$ cat config.mk
export PLATFORM = sky130hd
export DESIGN_NAME = fifo_rd_ctrl
export DESIGN_NICKNAME = d
export VERILOG_FILES = /design/src/rtl/fifo_rd_ctrl.sv
export SDC_FILE = /design/constraint.sdc
export NUM_CORES = 1
export LEC_CHECK = 0
export ABC_AREA = 1
export BUFFER_PORTS_ARGS = -buffer_cell sky130_fd_sc_hd__buf_2
export CAP_MARGIN = 5
export CORE_ASPECT_RATIO = 0.7
export CORE_MARGIN = 3
export CORE_UTILIZATION = 60
export CTS_CLUSTER_SIZE = 12
export DETAILED_ROUTE_END_ITERATION = 10
export PLACE_DENSITY = 0.86
export SLEW_MARGIN = 20
export SYNTH_ARGS = -nofsm -noshare
export SYNTH_HDL_FRONTEND = slang
export SYNTH_SLANG_ARGS = --single-unit
$ cat constraint.sdc
create_clock -name r_clk -period 7.88 [get_ports r_clk]
set_input_delay 0.788 -clock r_clk [delete_from_list [all_inputs] [get_ports r_clk]]
set_output_delay 0.788 -clock r_clk [all_outputs]
set_load 0.01 [all_outputs]
$ cat src/rtl/fifo_rd_ctrl.sv
// rtl/fifo_rd_ctrl.sv - read-side controller for the async transmit byte FIFO
//
// Owns the read pointer, derives empty/occupancy from the synchronized Gray
// write count, and sequences packet reads for the transmit encoder.
//
// Ports:
//   r_clk, n_rst        read clock, asynchronous active-low reset
//   w_count_sync        Gray write count, already in the r_clk domain
//   pkt_req, pkt_len    packet request and its byte count (taken in IDLE)
//   get_byte            encoder pull, honoured in STREAM
//   flush               discard everything buffered, abort the packet
//   r_count             registered Gray read count for the write domain
//   r_addr, r_en        FIFO RAM read port
//   byte_valid          RAM data valid, one cycle after r_en
//   last_byte           marks the final byte of the packet
//   empty, occupancy    FIFO status
//   pkt_busy, pkt_done  packet sequencing status
//   err_underrun        pull arrived in STREAM with nothing buffered
module fifo_rd_ctrl #(
    parameter int ADDR_W = 7,
    parameter int LEN_W  = 7
) (
    input  logic              r_clk,
    input  logic              n_rst,
    input  logic [ADDR_W:0]   w_count_sync,
    input  logic              pkt_req,
    input  logic [LEN_W-1:0]  pkt_len,
    input  logic              get_byte,
    input  logic              flush,
    output logic [ADDR_W:0]   r_count,
    output logic [ADDR_W-1:0] r_addr,
    output logic              r_en,
    output logic              byte_valid,
    output logic              last_byte,
    output logic              empty,
    output logic [ADDR_W:0]   occupancy,
    output logic              pkt_busy,
    output logic              pkt_done,
    output logic              err_underrun
);

    localparam logic [1:0] S_IDLE   = 2'd0;
    localparam logic [1:0] S_WAIT   = 2'd1;
    localparam logic [1:0] S_STREAM = 2'd2;
    localparam logic [1:0] S_DONE   = 2'd3;

    localparam logic [ADDR_W:0]  PTR_ONE = 1;
    localparam logic [LEN_W-1:0] LEN_ONE = 1;

    logic [1:0]       state_q, state_d;
    logic [ADDR_W:0]  rbin_q, rbin_d;
    logic [ADDR_W:0]  rgray_q, rgray_d;
    logic [LEN_W-1:0] remaining_q, remaining_d;
    logic             byte_valid_q, byte_valid_d;
    logic             last_byte_q, last_byte_d;
    logic             err_underrun_q, err_underrun_d;
    logic [ADDR_W:0]  wbin;

    // Gray to binary: each binary bit is the XOR of all Gray bits at or above it.
    always_comb begin
        wbin = '0;
        for (int i = 0; i <= ADDR_W; i++) begin
            wbin[i] = ^(w_count_sync >> i);
        end
    end

    assign occupancy = wbin - rbin_q;
    assign empty     = (rgray_q == w_count_sync);
    assign r_addr    = rbin_q[ADDR_W-1:0];
    assign r_count   = rgray_q;
    assign r_en      = (state_q == S_STREAM) && get_byte && !empty && !flush;

    assign byte_valid   = byte_valid_q;
    assign last_byte    = last_byte_q;
    assign err_underrun = err_underrun_q;
    assign pkt_busy     = (state_q == S_WAIT) || (state_q == S_STREAM);
    assign pkt_done     = (state_q == S_DONE);

    always_comb begin
        state_d        = state_q;
        rbin_d         = rbin_q;
        remaining_d    = remaining_q;
        byte_valid_d   = r_en;
        last_byte_d    = r_en && (remaining_q == LEN_ONE);
        err_underrun_d = (state_q == S_STREAM) && get_byte && empty && !flush;

        if (flush) begin
            // Jump the read pointer to the write pointer: everything buffered is dropped.
            state_d     = S_IDLE;
            rbin_d      = wbin;
            remaining_d = '0;
        end else begin
            case (state_q)
                S_IDLE: begin
                    if (pkt_req) begin
                        if (pkt_len != '0) begin
                            remaining_d = pkt_len;
                            state_d     = S_WAIT;
                        end else begin
                            state_d = S_DONE;
                        end
                    end
                end
                S_WAIT: begin
                    // Only start once the whole packet is buffered so streaming never stalls.
                    if (32'(occupancy) >= 32'(remaining_q)) begin
                        state_d = S_STREAM;
                    end
                end
                S_STREAM: begin
                    if (r_en) begin
                        rbin_d      = rbin_q + PTR_ONE;
                        remaining_d = remaining_q - LEN_ONE;
                        if (remaining_q == LEN_ONE) begin
                            state_d = S_DONE;
                        end
                    end
                end
                default: begin
                    state_d = S_IDLE;
                end
            endcase
        end

        rgray_d = rbin_d ^ (rbin_d >> 1);
    end

    always_ff @(posedge r_clk or negedge n_rst) begin
        if (!n_rst) begin
            state_q        <= S_IDLE;
            rbin_q         <= '0;
            rgray_q        <= '0;
            remaining_q    <= '0;
            byte_valid_q   <= 1'b0;
            last_byte_q    <= 1'b0;
            err_underrun_q <= 1'b0;
        end else begin
            state_q        <= state_d;
            rbin_q         <= rbin_d;
            rgray_q        <= rgray_d;
            remaining_q    <= remaining_d;
            byte_valid_q   <= byte_valid_d;
            last_byte_q    <= last_byte_d;
            err_underrun_q <= err_underrun_d;
        end
    end

endmodule

==> results of run 1 <==
## cells by family after synthesis
| family | Yosys count |
|---|---|
| AND/OR/NAND/NOR | 157 |
| buffers and inverters | 56 |
| AO/OA/AOI/OAI | 46 |
| XOR/XNOR | 30 |
| flip-flops | 27 |
| adder cells (fa/ha/maj) | 22 |
## cell usage in the layout (no fill, tap or decap), types with 4 or more instances in the layout
master	count
a21oi_1	14
buf_2	49
dfrtp_1	27
ha_1	21
inv_1	47
nand2_1	100
nand3_1	15
nand4_1	4
nor2_1	26
o21ai_0	21
xnor2_1	6
xor2_1	20
## metal layers
layer	vias up	wire length, µm	global-route usage, %
li1	1160	-	-
met1	1017	2844	38.95
met2	106	2438	39.79
met3	8	505	5.046
met4	0	46	5.542
met5	-	0	0
## power groups by stage
stage	registers (µW)	logic (µW)	clock network, µW
global route	227	617	90.5
global placement	222	510	0
CTS	220	533	84.4
detailed placement	223	530	0
finish	221	535	81.0
floorplan	225	368	0
## through the flow
step	util, %	worst slack [ps]	hold slack, ps	area, µm²
2_1_floorplan	-	4102	490.1	2392
3_3_place_gp	72.77	3742	514.1	2671
3_5_place_dp	72.77	3635	522.8	2671
4_1_cts	73.99	3606	531.2	2716
5_1_grt	73.99	3264	555.7	2716
6_report	73.99	3592	515.2	2716
## sequential cells by signal (all words and copies together) (netlist names)
signal,flops
state_q,2
rbin_q,8
byte_valid,1
r_count,7
remaining_q,7
last_byte,1
err_underrun,1
## worst max path at each step
stage / end / depth (start not counted) / slack, ps
2_1_floorplan: occupancy[6] / 13 / 4100
3_3_place_gp: occupancy[5] / 15 / 3740
3_5_place_dp: occupancy[5] / 15 / 3630
4_1_cts: occupancy[6] / 15 / 3610
5_1_grt: occupancy[5] / 16 / 3260
6_report: occupancy[6] / 15 / 3590
## layout make-up
cell class	count	area, µm²
fill	324	954.7
inverter	49	183.9
tap	50	62.56
multi-input combinational	255	1504
sequential	27	675.6
clock buffer	4	45.04
timing repair buffer	49	245.2
==> flow_metrics.tcl, run 1 <==
set metrics [dict create \
    setup-tns-final_ps 0 \
    synth_compound_area_share_pct 10.46 \
    antenna_found_initial 0 \
    r2r_end "state_q[0]$_DFFE_PN0P_" \
    crit_family "XOR/XNOR gates" \
    synth.mux.area_fraction_pct 0 \
    synth_cells 338 \
    ctsHoldBuffers 0 \
    ir_worst_vdd_v 0.0001821 \
    r2r_slack_ps 5130 \
    p_sw_uw 417.4 \
    p_int_uw 419.3 \
    antenna_left 0 \
    required_ps 7090 \
    ys_types 33 \
    setup_viol_count_final 0 \
    gp_congestion 0.9141 \
    detail_route.wl_per_cell_um 13.44 \
    synth_xor_area_share_pct 12.71 \
    final_nets 427 \
    critical_path.slowest_cell "fa_1" \
    worst_ep_arrival_time_ps 3500 \
    grt_use_total_pct 26.24 \
    slowest_delay_ps 400 \
    p_sw_share_pct 49.89 \
    port_buffers 49 \
    drt-pass1-iter-count 5 \
    hold_violations 0 \
    synthAdderAreaFrac_pct 11.82 \
    grt_overflow 0 \
    critPathCaptureType "primary output" \
    ioPinCount 50 \
    finalCritPeriodShare_pct 54.42 \
    leakage_uw 0.001530 \
    syn-cell-area_mm2 0.002392 \
    grt_max_degree 30 \
    finalWirelength_um 5834 \
    rsz0062_at_grt "no" \
    post-synth-top-count-cell "nand2_1" \
    reg2regPathDepth 15 \
    coreArea_mm2 0.003671 \
    hpwl_um 4730 \
    yosys.area.top_type_share_pct 28.24 \
    fin_cells 434 \
    fin_crit_ps 4288 \
    cts_max_level 1 \
    cp-start-kind "input pin" \
    synth_edf_count 0 \
    ys_top_cells_by_count "nand2_1 (100), inv_1 (47), dfrtp_1 (27)" \
    path_max_fanout 6 \
    avgSynthCellArea_um2 7.078 \
    initial_utilization_pct 65.17 \
    drive_gt1_share_pct 16.41 \
    ys_warn_count 0 \
    fin_worst_skew_ps 3.112 \
    critPathLaunch "w_count_sync[6]" \
    cts_inserted_buffers 3 \
    grt_pass1_vias 2113 \
    syn_to_final_growth_pct 13.55 \
    crit_type "in -> out" \
    cts.clk_slew.worst_paths_ps 90 \
    clk_latency_ps 270 \
    clock_sinks 27 \
    async_flop_share_pct 100.0 \
    cts_tree "built" \
    combPwrFrac_pct 63.9 \
    cp_num_buf_inv 3 \
    fp.dieH_um 58.83 \
    synth_top_family_by_area "simple AND/OR/NAND/NOR gates" \
    rows 18 \
    synthesis.nets 380 \
    ys_seq_elements 27 \
    clkPwrFrac_pct 9.7 \
    cts.root.buffer_cell "clkbuf_8" \
    synth_top_flop_cell "dfrtp_1" \
    max_freq_mhz 233.2 \
    outcome "complete, no violations" \
    synth_simple_gate_area_share_pct 27.88 \
    worstPathCellList "buf_2, nor2_2, nor2_8, xor2_4, xnor2_1, nand2_1, nand2_1, inv_2, ha_1, fa_1, o21ai_0, a21o_1, a21oi_1, xnor2_1, buf_2" \
    viasPerCell 5.279 \
    drc 0 \
    antenna_cells 0 \
    dp_cells 430 \
    yosysSeqAreaShare_pct 28.24 \
    die_w_um 81.47 \
    netlist.top_cell.by_area "dfrtp_1" \
    p_per_area_mw_per_mm2 308.0 \
    cts_buffer_depth 2 \
    cts_setup_buffers 0 \
    seqPwrFrac_pct 26.4 \
    worst_slew_pin_slew_ps 820.7 \
    power_uw 836.7 \
    r2r_start "rbin_q[2]$_DFF_PN0_" \
    cts_resized 0 \
    grt_pass1_wl_um 9611 \
    maxCapViolCount 0 \
    die_area_mm2 0.004793 \
    maxSlewHeadroom_pct 45.23 \
    hold_class "in -> async" \
    yosys-top-cells-area "dfrtp_1 (28%), nand2_1 (16%), ha_1 (11%)" \
    vias 2291 \
    first_iter_violations 188 \
    drv_slew 0 \
]
No activity file was read; power rests on OpenSTA's default activity.
==> run 2, diff against run 1 <==
--- a/config.mk
+++ b/config.mk
@@ -10,10 +10,10 @@
 export CAP_MARGIN = 5
 export CORE_ASPECT_RATIO = 0.7
 export CORE_MARGIN = 3
-export CORE_UTILIZATION = 60
+export CORE_UTILIZATION = 50
 export CTS_CLUSTER_SIZE = 12
 export DETAILED_ROUTE_END_ITERATION = 10
-export PLACE_DENSITY = 0.86
+export PLACE_DENSITY = 0.77
 export SLEW_MARGIN = 20
 export SYNTH_ARGS = -nofsm -noshare
 export SYNTH_HDL_FRONTEND = slang
==> constraint.sdc (replaced) <==
create_clock -name r_clk -period 3.54 [get_ports r_clk]
set_input_delay 0.354 -clock r_clk [delete_from_list [all_inputs] [get_ports r_clk]]
set_output_delay 0.354 -clock r_clk [all_outputs]
set_load 0.01 [all_outputs]
==> run 2 against run 1 <==
Setup slack worse by 3400 ps. Flip-flop and latch count did not move. Wire length rose by 1.8%. First-iteration DRC count is 0.53% lower. Clock-buffer cell count is the same. Clock skew up 4.0 ps. Die area is 18% higher. Critical path depth grew 2.
==> flow_metrics.tcl, run 2 (same netlist as run 1, synthesis figures left out) <==
set metrics [dict create \
    critPathCaptureType "primary output" \
    fp.dieH_um 63.87 \
    ir_worst_vdd_v 0.0003043 \
    cts_tree "built" \
    cts_max_level 1 \
    cts_buffer_depth 2 \
    crit_type "in -> out" \
    grt_overflow 0 \
    finish.utilization_pct 61.96 \
    n_fill_cell 411 \
    cts.clk_slew.worst_paths_ps 110 \
    setup_viol_count_final 0 \
    cts_inserted_buffers 3 \
    hold_class "in -> async" \
    antenna_left 0 \
    drt-pass1-iter-count 5 \
    grt_use_total_pct 22.90 \
    vias 2304 \
    rsz0062_at_grt "no" \
    maxCapViolCount 0 \
    finalCritPeriodShare_pct 94.47 \
    finalWirelength_um 5937 \
    final_nets 434 \
    mostFrequentLayoutCell "nand2_1" \
    drc 0 \
    cp-start-kind "input pin" \
    fin_cells 446 \
    path_max_fanout 5 \
    worst_ep_arrival_time_ps 2990 \
    p_per_area_mw_per_mm2 694.3 \
    grt_pass1_vias 2120 \
    syn_to_final_growth_pct 16.00 \
    initial_utilization_pct 53.41 \
    worst_slew_pin_slew_ps 630.4 \
    r2r_slack_ps 730 \
    gp_congestion 0.8997 \
    final_cell_mix "nand2_1 (100), buf_2 (49), inv_1 (47)" \
    antenna_cells 0 \
    drive_gt1_share_pct 17.90 \
    coreArea_mm2 0.004479 \
    rows 20 \
    die_area_mm2 0.005664 \
    largest-register "rbin_q" \
    ioPinCount 50 \
    largest_reg_flops 8 \
    clock_sinks 27 \
    fin_worst_skew_ps 7.063 \
    hpwl_um 4719 \
    drv_slew 0 \
    detail_route.wl_per_cell_um 13.31 \
    required_ps 3190 \
    port_buffers 49 \
    fin_crit_ps 3344 \
    cts.root.buffer_cell "clkbuf_8" \
    antenna_found_initial 0 \
    die_w_um 88.68 \
    viasPerCell 5.166 \
    first_iter_violations 187 \
    leakage_uw 0.001563 \
    maxSlewHeadroom_pct 57.97 \
    grt_pass1_wl_um 10040 \
    outcome "complete, no violations" \
    clk_latency_ps 290 \
    hold_violations 0 \
    grt_max_degree 30 \
    dp_cells 440 \
    max_freq_mhz 299.0 \
]
run 2: changes by cell type in the layout (fill, tap and decap cells not counted):
cell,previous run,this run
buf_4,0,7
o21ai_0,21,18
o21ai_1,2,5
run 2: timing repair:
action                                 CTS  global route
buffers inserted                         0             2
hold buffers                             0             0
resized for setup                        0             3
setup endpoints to repair                0             4
endpoints found under the hold margin    0             0
run 2: path summary, 6_finish.rpt:
path,from,to,cells past startpoint
worst max-delay path,w_count_sync[6],occupancy[5],17
worst min-delay path,n_rst,r_count[4]$_DFF_PN0_,1
worst max register to register,state_q[0]$_DFFE_PN0P_,r_count[5]$_DFF_PN0_,13
worst min register to register,remaining_q[6]$_DFFE_PN0P_,remaining_q[6]$_DFFE_PN0P_,2
max in group asynchronous,n_rst,rbin_q[4]$_DFF_PN0_,1
min in group r_clk,get_byte,err_underrun$_DFF_PN0_,3
run 2: worst max-delay path, cell delays in order:
cell and delay, ps:
buf_2 120, nor2_2 210, nor2_8 80, xor2_4 280, xnor2_1 140, or2_1 230, nand2_1 90, inv_1 60
ha_1 340, nand2_1 70, o21ai_1 160, buf_4 150, nand2_1 40, o21ai_1 140, xor2_1 250, buf_4 150
buf_2 110
run 2: metal layers:
metal	part of all wire, %	global-route usage, %
met5	0	0
met2	41	32.41
met3	6.4	3.608
met4	0.93	5.094
met1	52	36.13
run 2: final cells by class:
cell class | instances | area, µm² | area share, %
clock buffers | 4 | 45.04 | 1.623
repair buffers | 56 | 297.8 | 10.73
flip-flops and latches | 27 | 675.6 | 24.35
multi-input cells | 255 | 1504 | 54.19
well taps | 55 | 68.82 | 2.480
inverters | 49 | 183.9 | 6.628
run 2: metrics by stage:
stage / setup WS, ps / hold WS, ps / area, µm² / power (µW) / setup TNS [ps]
after global placement: 4.097 / 409.1 / 2715 / 1680 / 0
after floorplan: 294.4 / 58.41 / 2392 / 1319 / 0
after detailed placement: -78.95 / 417.6 / 2715 / 1719 / -157.8
after global routing: 8.895 / 135.9 / 2775 / 2125 / 0
final: 195.8 / 72.71 / 2775 / 1927 / 0
after CTS: 72.99 / 105.8 / 2760 / 1920 / 0
run 2: power by group:
part | internal (µW) | switching, µW
logic | 494 | 745
registers | 398 | 96.7
clock network | 81.3 | 113
total | 972 | 954
==> run 3, diff against run 2 <==
--- a/config.mk
+++ b/config.mk
@@ -5,15 +5,14 @@
 export SDC_FILE = /design/constraint.sdc
 export NUM_CORES = 1
 export LEC_CHECK = 0
-export ABC_AREA = 1
 export BUFFER_PORTS_ARGS = -buffer_cell sky130_fd_sc_hd__buf_2
 export CAP_MARGIN = 5
 export CORE_ASPECT_RATIO = 0.7
 export CORE_MARGIN = 3
-export CORE_UTILIZATION = 50
+export CORE_UTILIZATION = 49
 export CTS_CLUSTER_SIZE = 12
 export DETAILED_ROUTE_END_ITERATION = 10
-export PLACE_DENSITY = 0.77
+export PLACE_DENSITY = 0.76
 export SLEW_MARGIN = 20
 export SYNTH_ARGS = -nofsm -noshare
 export SYNTH_HDL_FRONTEND = slang
==> run 3 against run 2 <==
The run now ends with negative setup slack left. Global-route usage hardly changed. Sequential power is 2% higher. Wire length is 1.7% lower. Cell count is 18% lower. Synthesized cell count is 29% lower.
==> flow_metrics.tcl, run 3 <==
set metrics [dict create \
    outcome "finished with violations" \
    violations "negative setup slack" \
    crit_family "XOR/XNOR gates" \
    ioPinCount 50 \
    ir_worst_vdd_v 0.0006585 \
    cts.root.buffer_cell "clkbuf_8" \
    cts_buffer_depth 2 \
    final_cell_mix "buf_2 (47), dfrtp_1 (27), buf_4 (26)" \
    fin_hold_ws_ps 79.84 \
    worst_ep_arrival_time_ps 3760 \
    largest_reg_flops 8 \
    clock_sinks 27 \
    die_w_um 85.72 \
    synth_edf_count 0 \
    r2r_slack_ps 690 \
    dp_cells 361 \
    ys_seq_elements 27 \
    critical_path.slowest_cell "xor3_2" \
    gp_congestion 0.9238 \
    setup_ws_ps -43.94 \
    cts.clk_slew.worst_paths_ps 100 \
    grt_overflow 0 \
    grt_max_degree 28 \
    finalCritPeriodShare_pct 101.2 \
    ctsHoldBuffers 0 \
    detail_route.wl_per_cell_um 15.91 \
    drc 0 \
    final_nets 358 \
    cts_tree "built" \
    cp_num_buf_inv 2 \
    worst_slew_pin_slew_ps 630.7 \
    leakage_uw 0.001328 \
    largest-register "rbin_q" \
    synthesis.nets 283 \
    die_area_mm2 0.005297 \
    ys_warn_count 0 \
    reg2regPathDepth 13 \
    grt_use_total_pct 22.89 \
    max_freq_mhz 279.0 \
    antenna_cells 0 \
    antenna_left 0 \
    placed_cell_area_mm2 0.002664 \
    r2r_end "state_q[0]$_DFFE_PN0P_" \
    crit_type "in -> reg" \
    yosys.area.top_type_share_pct 31.00 \
    fin_cells 367 \
    grt_pass1_wl_um 9446 \
    cts_max_level 1 \
    critPathCaptureType "flop" \
    fp.dieH_um 61.80 \
    fin_worst_skew_ps 5.494 \
    rsz0062_at_grt "yes" \
    ys_types 50 \
    hpwl_um 4514 \
    initial_utilization_pct 53.30 \
    ys_top_cells_by_count "dfrtp_1 (27), inv_1 (24), ha_1 (21)" \
    syn-cell-area_mm2 0.002180 \
    async_flop_share_pct 100.0 \
    coreArea_mm2 0.004089 \
    power_uw 2197 \
    syn_to_final_growth_pct 26.92 \
    required_ps 3720 \
    hold_class "in -> async" \
    clk_latency_ps 280 \
    n_fill_cell 339 \
    worst_path_most_repeated_cell "xnor2_2" \
    cp-start-kind "input pin" \
    avgSynthCellArea_um2 9.044 \
    cts_inserted_buffers 3 \
    viasPerCell 5.635 \
    maxSlewHeadroom_pct 57.95 \
    first_iter_violations 232 \
    drv_slew 0 \
    r2r_start "rbin_q[0]$_DFF_PN0_" \
    yosys-top-cells-area "dfrtp_1 (31%), ha_1 (12%), xnor2_1 (7.6%)" \
    port_buffers 49 \
    worstPathCellList "buf_6, xor3_2, xnor3_2, xor2_4, xnor2_2, ha_2, fa_2, nor2b_2, o21ai_2, a21boi_2, o21a_1, nor2_2, xnor2_2, ha_1, inv_1, o211ai_1, o31a_1, a22o_1" \
    yosysSeqAreaShare_pct 31.00 \
    antenna_found_initial 0 \
    fin_crit_ps 3584 \
    finalWirelength_um 5839 \
    maxCapViolCount 0 \
    grt_pass1_vias 1885 \
    post-synth-top-count-cell "dfrtp_1" \
    path_max_fanout 2 \
    rows 19 \
    setup_viol_count_final 2 \
    p_per_area_mw_per_mm2 794.3 \
    hold_violations 0 \
    design_area_mm2 0.002766 \
    drt-pass1-iter-count 6 \
    drive_gt1_share_pct 30.16 \
    netlist.top_cell.by_area "dfrtp_1" \
    vias 2068 \
    setup-tns-final_ps -81.43 \
    slowest_delay_ps 420 \
    mostFrequentLayoutCell "buf_2" \
    synth_top_flop_cell "dfrtp_1" \
    synth_cells 241 \
]
==> run 3: changes by cell type after synthesis, moves of 4 or more <==
cell     previous run  this run
xor2_1             20         8
nand3_1            15         7
nor2_1             26        18
nor3_1              3         7
o21ai_0            21        13
inv_1              47        24
nand2_1           100        13
xnor2_1             6        19
==> run 3: stage by stage <==
stage | util (%) | setup slack (ps)
floorplan | - | -156.4
global placement | 65.15 | -228.1
detailed placement | 65.15 | -327.9
CTS | 67.04 | -73.41
global route | 67.66 | -188.0
finish | 67.66 | -43.94
==> run 3: area by class of cell <==
cell class	count	area, µm²	share of cell area (%)
sequential	27	675.6	24.42
inverter	25	93.84	3.392
tap	52	65.06	2.352
clock inverter	1	5.005	0.1809
clock buffer	3	41.29	1.493
multi-input combinational	184	1433	51.79
timing repair buffer	75	452.9	16.37
==> run 3: where the power goes <==
part | internal [µW] | total (µW) | switching (µW)
sequential | 400 | 502 | 102
combinational | 698 | 1510 | 814
clock | 79.1 | 183 | 104
==> run 3: logic make-up (layout without fill, tap and decap cells) <==
logic type | count (synthesis) | after routing | synth area share, %
xor gates and xnor gates | 31 | 31 | 15.10
DFF | 27 | 27 | 31.00
AOI/OAI and AO/OA | 61 | 61 | 18.43
buffers and inverters | 30 | 104 | 5.167
and+or+nand+nor | 68 | 68 | 15.84
muxes | 2 | 2 | 1.492
adders and majority gates | 22 | 22 | 12.97
==> run 3: worst max-delay path by stage <==
stage                    startpoint                endpoint  slack, ps  depth (start not counted)
floorplan           w_count_sync[7]  state_q[0]$_DFFE_PN0P_       -160                         17
global placement    w_count_sync[7]  state_q[1]$_DFFE_PN0P_       -230                         18
detailed placement  w_count_sync[7]  state_q[0]$_DFFE_PN0P_       -330                         18
CTS                 w_count_sync[7]  state_q[0]$_DFFE_PN0P_        -70                         18
global route        w_count_sync[5]  state_q[0]$_DFFE_PN0P_       -190                         18
finish              w_count_sync[5]  state_q[0]$_DFFE_PN0P_        -40                         18
==> run 3: per-layer routing <==
metal,share of wire (%),global-route usage [%]
met1,48,35.43
met2,40,33.85
met3,10,4.216
met4,1.2,3.612
met5,0,0
==> run 3: repair_timing <==
| item | CTS | global route |
|---|---|---|
| buffers inserted | 2 | 0 |
| setup endpoints to repair | 2 | 2 |
| resized for setup | 3 | 6 |
| pin swaps | 0 | 10 |
